### src/rtl/uart_tx_pkg.sv
// Shared types and constants for the FIFO-draining UART transmitter.
// Width helpers let each module size its counters from its own parameters.
package uart_tx_pkg;

    typedef enum logic [2:0] {
        IDLE,
        POP,
        LOAD,
        START,
        DATA,
        PARITY,
        STOP
    } state_t;

    localparam int DEF_DATA_WIDTH   = 8;
    localparam int DEF_CLKS_PER_BIT = 16;
    localparam int BAUD_W           = $clog2(DEF_CLKS_PER_BIT);
    localparam int BIT_W            = $clog2(DEF_DATA_WIDTH + 1);

    localparam int PARITY_EVEN = 0;
    localparam int PARITY_ODD  = 1;

    function automatic int baud_width(input int clks_per_bit);
        return (clks_per_bit <= 2) ? 1 : $clog2(clks_per_bit);
    endfunction

    function automatic int bit_cnt_width(input int data_width);
        return $clog2(data_width + 1);
    endfunction

endpackage

### src/rtl/uart_baud_gen.sv
// Bit-period timer: counts 0..CLKS_PER_BIT-1 while run is high and flags the
// terminal count; clear realigns the period to the start of a frame.
module uart_baud_gen
    import uart_tx_pkg::*;
#(
    parameter int CLKS_PER_BIT = 16
) (
    input  logic clk,
    input  logic rst_n,
    input  logic clear,
    input  logic run,
    output logic bit_tick
);

    localparam int             W  = baud_width(CLKS_PER_BIT);
    localparam logic [W-1:0]   TC = W'(CLKS_PER_BIT - 1);

    logic [W-1:0] r_cnt;

    always_ff @(posedge clk or negedge rst_n) begin
        if (!rst_n) begin
            r_cnt <= '0;
        end else if (clear) begin
            r_cnt <= '0;
        end else if (run) begin
            r_cnt <= (r_cnt == TC) ? '0 : r_cnt + 1'b1;
        end
    end

    assign bit_tick = run && (r_cnt == TC);

endmodule

### src/rtl/uart_tx_fifo_drain.sv
// Pops words from a FIFO read port and sends each as a UART frame
// (start, data LSB-first, optional parity, 1-2 stop bits).
//
// state  | meaning
// IDLE   | line high, waiting for tx_enable and a non-empty FIFO
// POP    | one-cycle read strobe to the FIFO
// LOAD   | FIFO data valid: capture word and parity, align baud timer
// START  | start bit (low)
// DATA   | data bits, LSB first
// PARITY | parity bit (only when PARITY_EN=1)
// STOP   | stop bit(s); chain straight into the next pop if allowed
module uart_tx_fifo_drain
    import uart_tx_pkg::*;
#(
    parameter int DATA_WIDTH   = 8,
    parameter int CLKS_PER_BIT = 16,
    parameter int PARITY_EN    = 0,
    parameter int PARITY_ODD   = 0,
    parameter int STOP_BITS    = 1
) (
    input  logic                  clk,
    input  logic                  rst_n,
    input  logic                  tx_enable,
    input  logic                  fifo_empty,
    input  logic [DATA_WIDTH-1:0] fifo_data,
    output logic                  fifo_rd_en,
    output logic                  tx,
    output logic                  busy,
    output logic                  frame_done
);

    localparam int              BW        = bit_cnt_width(DATA_WIDTH);
    localparam logic [BW-1:0]   LAST_DATA = BW'(DATA_WIDTH - 1);
    localparam logic [BW-1:0]   LAST_STOP = BW'(STOP_BITS - 1);
    localparam logic            ODD_SEL   = (PARITY_ODD != uart_tx_pkg::PARITY_EVEN);

    state_t                r_state;
    logic [DATA_WIDTH-1:0] r_shreg;
    logic                  r_parity;
    logic [BW-1:0]         r_bit_cnt;
    logic                  r_rd_en;
    logic                  r_tx;
    logic                  r_busy;

    logic w_bit_tick;
    logic w_baud_clear;
    logic w_baud_run;
    logic w_start_ok;

    assign w_baud_clear = (r_state == LOAD);
    assign w_baud_run   = (r_state inside {START, DATA, PARITY, STOP});
    assign w_start_ok   = tx_enable && !fifo_empty;

    uart_baud_gen #(
        .CLKS_PER_BIT (CLKS_PER_BIT)
    ) u_baud (
        .clk      (clk),
        .rst_n    (rst_n),
        .clear    (w_baud_clear),
        .run      (w_baud_run),
        .bit_tick (w_bit_tick)
    );

    always_ff @(posedge clk or negedge rst_n) begin
        if (!rst_n) begin
            r_state   <= IDLE;
            r_shreg   <= '0;
            r_parity  <= 1'b0;
            r_bit_cnt <= '0;
            r_rd_en   <= 1'b0;
            r_tx      <= 1'b1;
            r_busy    <= 1'b0;
        end else begin
            r_rd_en <= 1'b0;
            case (r_state)
                IDLE: begin
                    r_tx <= 1'b1;
                    if (w_start_ok) begin
                        r_state <= POP;
                        r_rd_en <= 1'b1;
                        r_busy  <= 1'b1;
                    end
                end
                POP: r_state <= LOAD;
                LOAD: begin
                    r_shreg  <= fifo_data;
                    r_parity <= (^fifo_data) ^ ODD_SEL;
                    r_tx     <= 1'b0;
                    r_state  <= START;
                end
                START: if (w_bit_tick) begin
                    r_tx      <= r_shreg[0];
                    r_shreg   <= r_shreg >> 1;
                    r_bit_cnt <= '0;
                    r_state   <= DATA;
                end
                DATA: if (w_bit_tick) begin
                    if (r_bit_cnt == LAST_DATA) begin
                        r_bit_cnt <= '0;
                        if (PARITY_EN != 0) begin
                            r_tx    <= r_parity;
                            r_state <= PARITY;
                        end else begin
                            r_tx    <= 1'b1;
                            r_state <= STOP;
                        end
                    end else begin
                        r_tx      <= r_shreg[0];
                        r_shreg   <= r_shreg >> 1;
                        r_bit_cnt <= r_bit_cnt + 1'b1;
                    end
                end
                PARITY: if (w_bit_tick) begin
                    r_tx    <= 1'b1;
                    r_state <= STOP;
                end
                STOP: if (w_bit_tick) begin
                    if (r_bit_cnt == LAST_STOP) begin
                        r_bit_cnt <= '0;
                        // Chaining directly into POP keeps the gap at exactly two cycles.
                        if (w_start_ok) begin
                            r_state <= POP;
                            r_rd_en <= 1'b1;
                        end else begin
                            r_state <= IDLE;
                            r_busy  <= 1'b0;
                        end
                    end else begin
                        r_bit_cnt <= r_bit_cnt + 1'b1;
                    end
                end
                default: r_state <= IDLE;
            endcase
        end
    end

    // Decoded from registers only, so it lands in the last stop-bit cycle.
    assign frame_done = (r_state == STOP) && w_bit_tick && (r_bit_cnt == LAST_STOP);

    assign fifo_rd_en = r_rd_en;
    assign tx         = r_tx;
    assign busy       = r_busy;

endmodule

### config.mk
export PLATFORM = sky130hd
export DESIGN_NAME = uart_tx_fifo_drain
export DESIGN_NICKNAME = d
export VERILOG_FILES = /design/src/rtl/uart_tx_pkg.sv /design/src/rtl/uart_baud_gen.sv /design/src/rtl/uart_tx_fifo_drain.sv
export SDC_FILE = /design/constraint.sdc
export NUM_CORES = 1
export LEC_CHECK = 0
export ABC_AREA = 1
export BUFFER_PORTS_ARGS = -buffer_cell sky130_fd_sc_hd__buf_2
export CAP_MARGIN = 20
export CORE_ASPECT_RATIO = 0.6
export CORE_UTILIZATION = 47
export CTS_BUF_LIST = sky130_fd_sc_hd__clkbuf_2 sky130_fd_sc_hd__clkbuf_4 sky130_fd_sc_hd__clkbuf_8
export DETAILED_ROUTE_END_ITERATION = 8
export PLACE_DENSITY = 0.68
export REMOVE_ABC_BUFFERS = 1
export SKIP_CTS_REPAIR_TIMING = 1
export SYNTH_ARGS = -nofsm -noshare
export SYNTH_HDL_FRONTEND = slang
export SYNTH_SLANG_ARGS = --single-unit
export TNS_END_PERCENT = 100
### constraint.sdc
create_clock -name clk -period 2.82 [get_ports clk]
set_input_delay 0.846 -clock clk [delete_from_list [all_inputs] [get_ports clk]]
set_output_delay 0.846 -clock clk [all_outputs]
set_load 0.05 [all_outputs]
After elaboration in Yosys (flattened, before gate mapping)
Index checks and enable logic that the tools add are counted.
Widths: inputs -> output; s select.
{ "op_classes": {"n_mux": 36, "n_eq_ne": 17, "reduce_logical": 18, "add_sub_neg": 2} }
{ "op_table": {"columns": ["op", "n"], "rows": [
  ["$mux 4", 8],
  ["$mux 8", 3],
  ["$pmux 8 s3", 1],
  ["$mux 3", 7],
  ["$pmux 3 s7", 1],
  ["$ne 2x2->1 const B", 7],
  ["$mux 1", 12],
  ["$pmux 4 s3", 1],
  ["$reduce_and 4->1", 3],
  ["$eq 3x3->1 const B", 3],
  ["$add 4x1->4 const B", 2],
  ["$reduce_and 7->1", 1],
  ["$eq 3x2->1 const B", 2],
  ["$reduce_bool 3->1", 2],
  ["$pmux 1 s5", 1],
  ["$reduce_and 5->1", 1],
  ["$reduce_bool 5->1", 1],
  ["$eq 4x3->1 const B", 1],
  ["$eq 4x4->1 const B", 1],
  ["$logic_and 1x1->1", 4],
  ["$logic_not 4->1", 1],
  ["$ne 2x1->1 const B", 2],
  ["$pmux 1 s2", 2],
  ["$reduce_bool 2->1", 2],
  ["4 further kinds", 4]
]} }
{ "word_totals": {"reg_bits": 22} }

Depth between registers and ports, before layout
Gate-level depths: netlist of the first run.
{ "logic_depth": {"word_depth": 6, "mapped_depth": 9} }

Cells and area by module
Synthesis of the first run repeated with hierarchy kept, for this count alone.
{ "unflattened": {"hier_cells": 206, "area_unflattened_um2": 1486.4} }
{ "by_module_without_submodules": {"columns": ["mod", "cells_per_inst", "area_per_inst_um2", "n_inst"], "rows": [
  ["uart_tx_fifo_drain", 180, 1262.5, 1],
  ["uart_baud_gen", 26, 224.0, 1]
]} }

Worst setup path before layout of the first run
No wires, ideal clock.
{ "synth_timing": {"path_kind": "register -> output", "startpoint": "register u_baud.r_cnt[0]", "endpoint": "output port frame_done", "n_path_buf": 0, "t_required_ns": 1.974, "stages_incl_launch_ff": 6, "path_slack_ns": 0.738, "t_arrival_ns": 1.236, "path_cell_list": "dfrtp_1 > ha_1 > nand3_4 > nor2_1 > nand2_1 > inv_1"} }
{ "synth_via": {"elab_chain_cells": 4} }
{ "synth_rtl": {"columns": ["element", "line", "text"], "rows": [
  ["from (decl)", "uart_baud_gen.sv:18", "logic [W-1:0] r_cnt;"],
  ["from (signal assigned)", "uart_baud_gen.sv:26", "r_cnt <= (r_cnt == TC) ? '0 : r_cnt + 1'b1;"],
  ["$eq 4x4->1", "uart_baud_gen.sv:30", "assign bit_tick = run && (r_cnt == TC);"],
  ["$logic_and 1x1->1", "uart_baud_gen.sv:30", null],
  ["$logic_and 1x1->1 (2 in a row)", "uart_tx_fifo_drain.sv:138", "assign frame_done = (r_state == STOP) && w_bit_tick && (r_bit_cnt == LAST_STOP);"],
  ["to (decl)", "uart_tx_fifo_drain.sv:29", "output logic frame_done"]
]} }
No other way between the ends.

Worst setup path after layout of the first run
Same ends and word-level chain as after synthesis.

==> flow_summary_export.csv, run 1 <==
group,metric,value,unit
outcome,status,"finished clean",
run,cap_violations,0,
clocking,clockBufferDepth,2,
routing,first_pass_iters,5,
clocking,cts_root_buffer,"clkbuf_8",
timing,relSlewSlack,66.3,%
worst_setup_path,cpLargestDelayFamily,"flip-flops",
timing,finalSetupViolCount,0,
logic_synthesis,synth_compound_area_share,4.81,%
power_and_ir_drop,ir_drop,491,uV
logic_synthesis,synth_area_per_cell,6.95,um^2
timing,clock.fmax,411,MHz
logic_synthesis,netlist_area,0.00140,mm^2
routing,drt_iter0_drc,89,
logic_synthesis,yosys_warnings,0,
worst_setup_path,r2r_start,"r_state[0]",
logic_synthesis,synth_top_area_share,37.4,%
worst_setup_path,cp_slowest_stage_delay,390,ps
worst_setup_path,critPathArrivalTime,1590,ps
routing,wl,2940,um
place,place_congestion,0.898,
timing,fin_tns_setup,0,ps
timing,max_slew.worst_pin.slew,505,ps
layout,areaGrowthSynthToFinish,11.9,%
logic_synthesis,ys_seq_area_share,39.3,%
min_path,min_to,"busy",
clocking,insertion_delay,260,ps
place,hpwl,2270,um
worst_setup_path,crit_path_start,"u_baud.r_cnt[0]",
timing,rsz0062_at_grt,"no",
floorplan,coreArea,0.00266,mm^2
grt,grt_pass1_wl,5350,um
timing,drv_slew,0,
grt,grt_pass1_vias,1170,
routing,ant_nets,0,
logic_synthesis,ys_top_cells_by_count,"87 x nand2_1, 22 x nand3_1, 21 x dfrtp_1",
logic_synthesis,synth-async-reset-ratio,100,%
logic_synthesis,synth.area.mux_share,0,%
logic_synthesis,ys_ff_latch,22,
worst_setup_path,path_class,"register to output pin",
timing,finClkSkew,1.40,ps
floorplan,pin_count,16,
clocking,numCtsBuffers,3,
routing,via_per_inst,4.88,
routing,wl_per_cell,11.4,um
clocking,cts_tree,"yes",
timing,hold_violations,0,
floorplan,die_x,72.6,um
worst_setup_path,critical_path.max_fanout,10,
logic_synthesis,synth-edff-count,0,
timing,setup_slack,385,ps
clocking,htree_num_levels,1,
grt,grt_usage,22.2,%
logic_synthesis,synth-simple-area-share,45.1,%
place,dp.cells,254,
layout,drive_above_1_share,17.4,%
logic_synthesis,synth_xor_xnor_area_share,0.624,%
worst_setup_path,rr_endpoint,"r_shreg[2]",
worst_setup_path,cp_num_buf_inv,2,
worst_setup_path,worstPathCellList,"ha_1 > nand3_4 > nor2_1 > nand2_1 > inv_1 > buf_2",
worst_setup_path,cp.required,1970,ps
logic_synthesis,synth_largest_area_cell,"dfrtp_1",
worst_setup_path,end_kind,"output pin",
logic_synthesis,yosys.cell_types.count,21,
layout,antenna_cells,0,
timing,post-route-min-period,2440,ps
logic_synthesis,synth_top_family_by_area,"simple AND/OR/NAND/NOR gates",
worst_setup_path,rr_worst_depth,8,
power_and_ir_drop,p_per_area,1110,mW/mm^2
floorplan,initial_core_util,52.7,%
logic_synthesis,synth-main-ff-cell,"dfrtp_1",
min_path,hold_path_depth,2,
grt,antenna_found_initial,0,
worst_setup_path,r2r_slack,1230,ps
logic_synthesis,synthTopCellsByArea,"dfrtp_1 37%, nand2_1 23%, nand3_1 7.8%",
logic_synthesis,yosysMostFrequentCell,"nand2_1",
logic_synthesis,synth_cells,202,
logic_synthesis,synth_adder_area_share,2.67,%
floorplan,die_height,44.3,um
layout,layout.nets,234,
worst_setup_path,cp_slowest_cell,"dfrtp_1",
timing,post-route-period-util,86.4,%
place,io_buffers,15,
floorplan,dieArea,0.00322,mm^2
worst_setup_path,startpoint_type,"register",
grt,grt_max_degree,23,
grt,grt-ovfl-total,0,
floorplan,row_count,14,
routing,drc,0,
min_path,hold_class,"register to register",
power_and_ir_drop,power.leakage,0.000887,uW
layout,fill_cells,268,
routing,vias,1258,
clocking,clk_pin_slew,80,ps
min_path,hold_path.startpoint,"busy",
clocking,clock-sinks,22,
place,dp_slack,664,ps
layout,fin_cells,258,
==> placed cells by master (no fill, tap or decap) <==
| cell | netlist | routed |
|---|---|---|
| xor2_1 | 1 | 1 |
| o21a_1 | 1 | 1 |
| clkbuf_8 | 0 | 3 |
| dfrtp_1 | 21 | 21 |
| nand2_1 | 87 | 87 |
| nand2_4 | 3 | 3 |
| nor2_4 | 2 | 2 |
| nor2_2 | 3 | 3 |
| bufinv_16 | 0 | 1 |
| o21ai_1 | 5 | 5 |
| inv_1 | 14 | 14 |
| nand4_1 | 1 | 1 |
| buf_2 | 0 | 15 |
| nand2_2 | 2 | 2 |
| nand3_1 | 22 | 22 |
| nand3_4 | 2 | 2 |
| inv_2 | 6 | 6 |
| a21oi_1 | 5 | 5 |
| ha_1 | 3 | 3 |
| o21ai_0 | 2 | 2 |
| dfstp_2 | 1 | 1 |
| nor2_1 | 18 | 18 |
==> state kept, by name, summed over array words and instances, names as in the netlist <==
signal	count
r_shreg	8
fifo_rd_en	1
r_state	3
busy	1
tx	1
u_baud.r_cnt	4
r_bit_cnt	4
==> routing by layer <==
metal,routed length (um),track usage [%],part of all wire (%)
met5,0,0,0
met4,8,5.88,0.27
met3,160,5.47,5.4
met2,1240,32.3,42
met1,1530,33.2,52
==> metrics by stage <==
step	total power, uW	util, %	cell area (um^2)	hold WS [ps]
after global placement	1430	56.3	1500	450
final	1740	59.0	1570	480
after floorplan	1250	-	1370	442
after detailed placement	1460	56.3	1500	466
after CTS	1760	59.0	1570	489
after global routing	1920	59.0	1570	509
==> worst register-to-register path, stage by stage (launching register included) <==
cell and delay, ps:
dfrtp_1 560, nor2_4 240, nand2_2 110, nand2_4 150
nand2_4 70, nand2_4 120, inv_2 90, nand2_1 80
nand2_1 50
==> cell families (layout without fill, tap and decap cells) <==
family	Yosys count	in the layout
AND/OR/NAND/NOR	140	140
XOR/XNOR	1	1
flip-flops	22	22
adder cells (fa/ha/maj)	3	3
buffers and inverters	23	39
AO/OA/AOI/OAI	13	13
==> where the power goes <==
part	switching [uW]	internal [uW]
logic	582	277
clock network	105	190
registers	138	449
total	825	916
==> layout make-up <==
class                      count  area, um^2  share of cell area [%]
clock buffer                   3        41.3                    2.63
tap                           40        50.0                    3.19
multi-input combinational    157         747                    47.6
timing repair buffer          15        75.1                    4.78
inverter                      20        75.1                    4.78
clock inverter                 1        30.0                    1.91
sequential                    22         552                    35.1
==> worst max-delay path by stage <==
| stage | cells past startpoint | end | slack, ps |
|---|---|---|---|
| global route | 5 | frame_done | 250 |
| finish | 6 | frame_done | 380 |
| detailed placement | 6 | frame_done | 660 |
| global placement | 6 | frame_done | 710 |
| floorplan | 5 | frame_done | 740 |
| CTS | 6 | frame_done | 360 |
Note: power is estimated with default switching activity, not from simulation.
==> inputs of run 2 (changes only) <==
Settings changed: CORE_ASPECT_RATIO 0.6 to unset.
==> run 2 against run 1 <==
Core utilization down 4.2 points. Sequential cell count unchanged. Largest cell class unchanged. Combinational power down 2.4%. Worst setup slack worse by 73 ps. Routed wire length down 6.0%. Clock-buffer cell count up 1. Hold slack better by 2.4 ps. Final area down 2.9%. Clock power down 41%. Fmax down 2.9%. Register-to-register slack better by 30 ps.
==> flow_summary_export.csv, run 2 (synthesis gave the netlist of run 1 again) <==
group,metric,value,unit
routing,vias,1276,
layout,layout_common_cells,"87 x nand2_1, 22 x nand3_1, 21 x dfrtp_1, 18 x nor2_1, 15 x buf_2",
timing,setup_slack,311,ps
layout,areaGrowthSynthToFinish,8.56,%
worst_setup_path,cp_slowest_cell,"dfrtp_1",
routing,first_pass_iters,6,
grt,grt_util_met2,31.6,%
layout,fin_cells,249,
outcome,status,"finished clean",
floorplan,dieArea,0.00321,mm^2
layout,top_regs,"r_shreg x8, r_bit_cnt x4, u_baud.r_cnt x4",
power_and_ir_drop,ir_drop,677,uV
routing,drc,0,
routing,ant_nets,0,
worst_setup_path,startpoint_type,"register",
grt,grt_pass1_wl,5120,um
timing,drv_slew,0,
power_and_ir_drop,p_per_area,1050,mW/mm^2
power_and_ir_drop,power.leakage,0.000873,uW
clocking,insertion_delay,310,ps
layout,antenna_cells,0,
power_and_ir_drop,switchingPower,796,uW
power_and_ir_drop,power_frac_clock,10.9,%
worst_setup_path,critPathArrivalTime,1660,ps
grt,grt_busiest_layer,"met2",
timing,post-route-min-period,2510,ps
timing,max_slew.worst_pin.slew,509,ps
timing,fin_tns_setup,0,ps
layout,top_register,"r_shreg",
place,place_congestion,0.886,
layout,largest_reg_flops,8,
clocking,clockBufferDepth,2,
timing,post-route-period-util,89.0,%
timing,whs,483,ps
place,io_buffers,15,
layout,fill_cells,285,
layout,final_common_cell,"nand2_1",
worst_setup_path,end_kind,"output pin",
clocking,clock-sinks,22,
power_and_ir_drop,power_frac_comb,52.4,%
place,dp.cells,245,
floorplan,die_height,56.7,um
routing,drt_iter0_drc,71,
floorplan,initial_core_util,50.5,%
timing,relSlewSlack,66.0,%
routing,via_per_inst,5.12,
grt,antenna_found_initial,0,
layout,drive_above_1_share,17.4,%
min_path,hold_class,"register to register",
power_and_ir_drop,p_sw_share,49.7,%
floorplan,die_x,56.7,um
clocking,numCtsBuffers,3,
floorplan,coreArea,0.00278,mm^2
power_and_ir_drop,pwr-share-seq,36.8,%
power_and_ir_drop,power.internal,805,uW
worst_setup_path,worstPathCellList,"ha_1 > nand3_4 > nor2_1 > nand2_1 > inv_1 > buf_2",
grt,grtUsageMet3,3.46,%
grt,grt-ovfl-total,0,
worst_setup_path,critical_path.max_fanout,10,
grt,grt_util_met1,28.2,%
clocking,clk_pin_slew,120,ps
grt,grt_pass1_vias,1204,
timing,finClkSkew,5.95,ps
routing,wl,2760,um
clocking,cts_root_buffer,"clkbuf_4",
clocking,cts_tree,"yes",
timing,hold_violations,0,
timing,clock.fmax,399,MHz
routing,wl_per_cell,11.1,um
grt,grt_usage,20.3,%
clocking,htree_num_levels,1,
layout,layout.nets,234,
worst_setup_path,cp_slowest_stage_delay,410,ps
worst_setup_path,path_class,"register to output pin",
timing,finalSetupViolCount,0,
grt,grt_max_degree,23,
worst_setup_path,cp.required,1970,ps
place,hpwl,2050,um
run,cap_violations,0,
floorplan,pin_count,16,
floorplan,row_count,19,
timing,rsz0062_at_grt,"no",
place,dp_slack,644,ps
run 2: worst max-delay path, delay by kind of cell (launching register included):
family | cells | cell delay [ps]
flops | 1 | 410
simple gates | 3 | 390
fa+ha+maj | 1 | 250
buf+inv | 2 | 300
run 2: per-stage QoR:
step,total power [uW],area (um^2),util (%)
detailed placement,1440,1490,53.5
global route,1780,1520,54.8
global placement,1420,1490,53.5
floorplan,1250,1370,-
finish,1600,1520,54.8
CTS,1620,1520,54.8
run 2: power by group through the flow:
stage,logic [uW],clock network (uW),registers [uW]
6_report,838,174,588
5_1_grt,978,198,608
4_1_cts,848,183,587
3_5_place_dp,843,0,594
3_3_place_gp,837,0,586
2_1_floorplan,623,0,628
run 2: cell type report:
cell class	instances	area, um^2	share of cell area [%]
inverter	20	75.1	4.93
tap	31	38.8	2.55
sequential	22	552	36.2
multi-input combinational	157	747	49.0
timing repair buffer	15	75.1	4.93
clock buffer	4	36.3	2.38
run 2: worst paths after layout:
path | endpoint | startpoint | slack, ps | depth (start not counted)
max in group asynchronous | tx | rst_n | 1970 | 1
min in group asynchronous | r_bit_cnt[2] | rst_n | 490 | 1
hold / removal | busy | busy | 480 | 2
setup / recovery | frame_done | u_baud.r_cnt[0] | 310 | 6
hold reg to reg | busy | busy | 480 | 2
setup reg to reg | r_shreg[0] | r_state[0] | 1260 | 8
run 2: routing by layer:
| layer | vias up | routed length (um) | part of all wire, % |
|---|---|---|---|
| met4 | 0 | 41 | 1.5 |
| met1 | 588 | 1320 | 48 |
| li1 | 662 | - | - |
| met3 | 5 | 78 | 2.8 |
| met5 | - | 0 | 0 |
| met2 | 21 | 1320 | 48 |
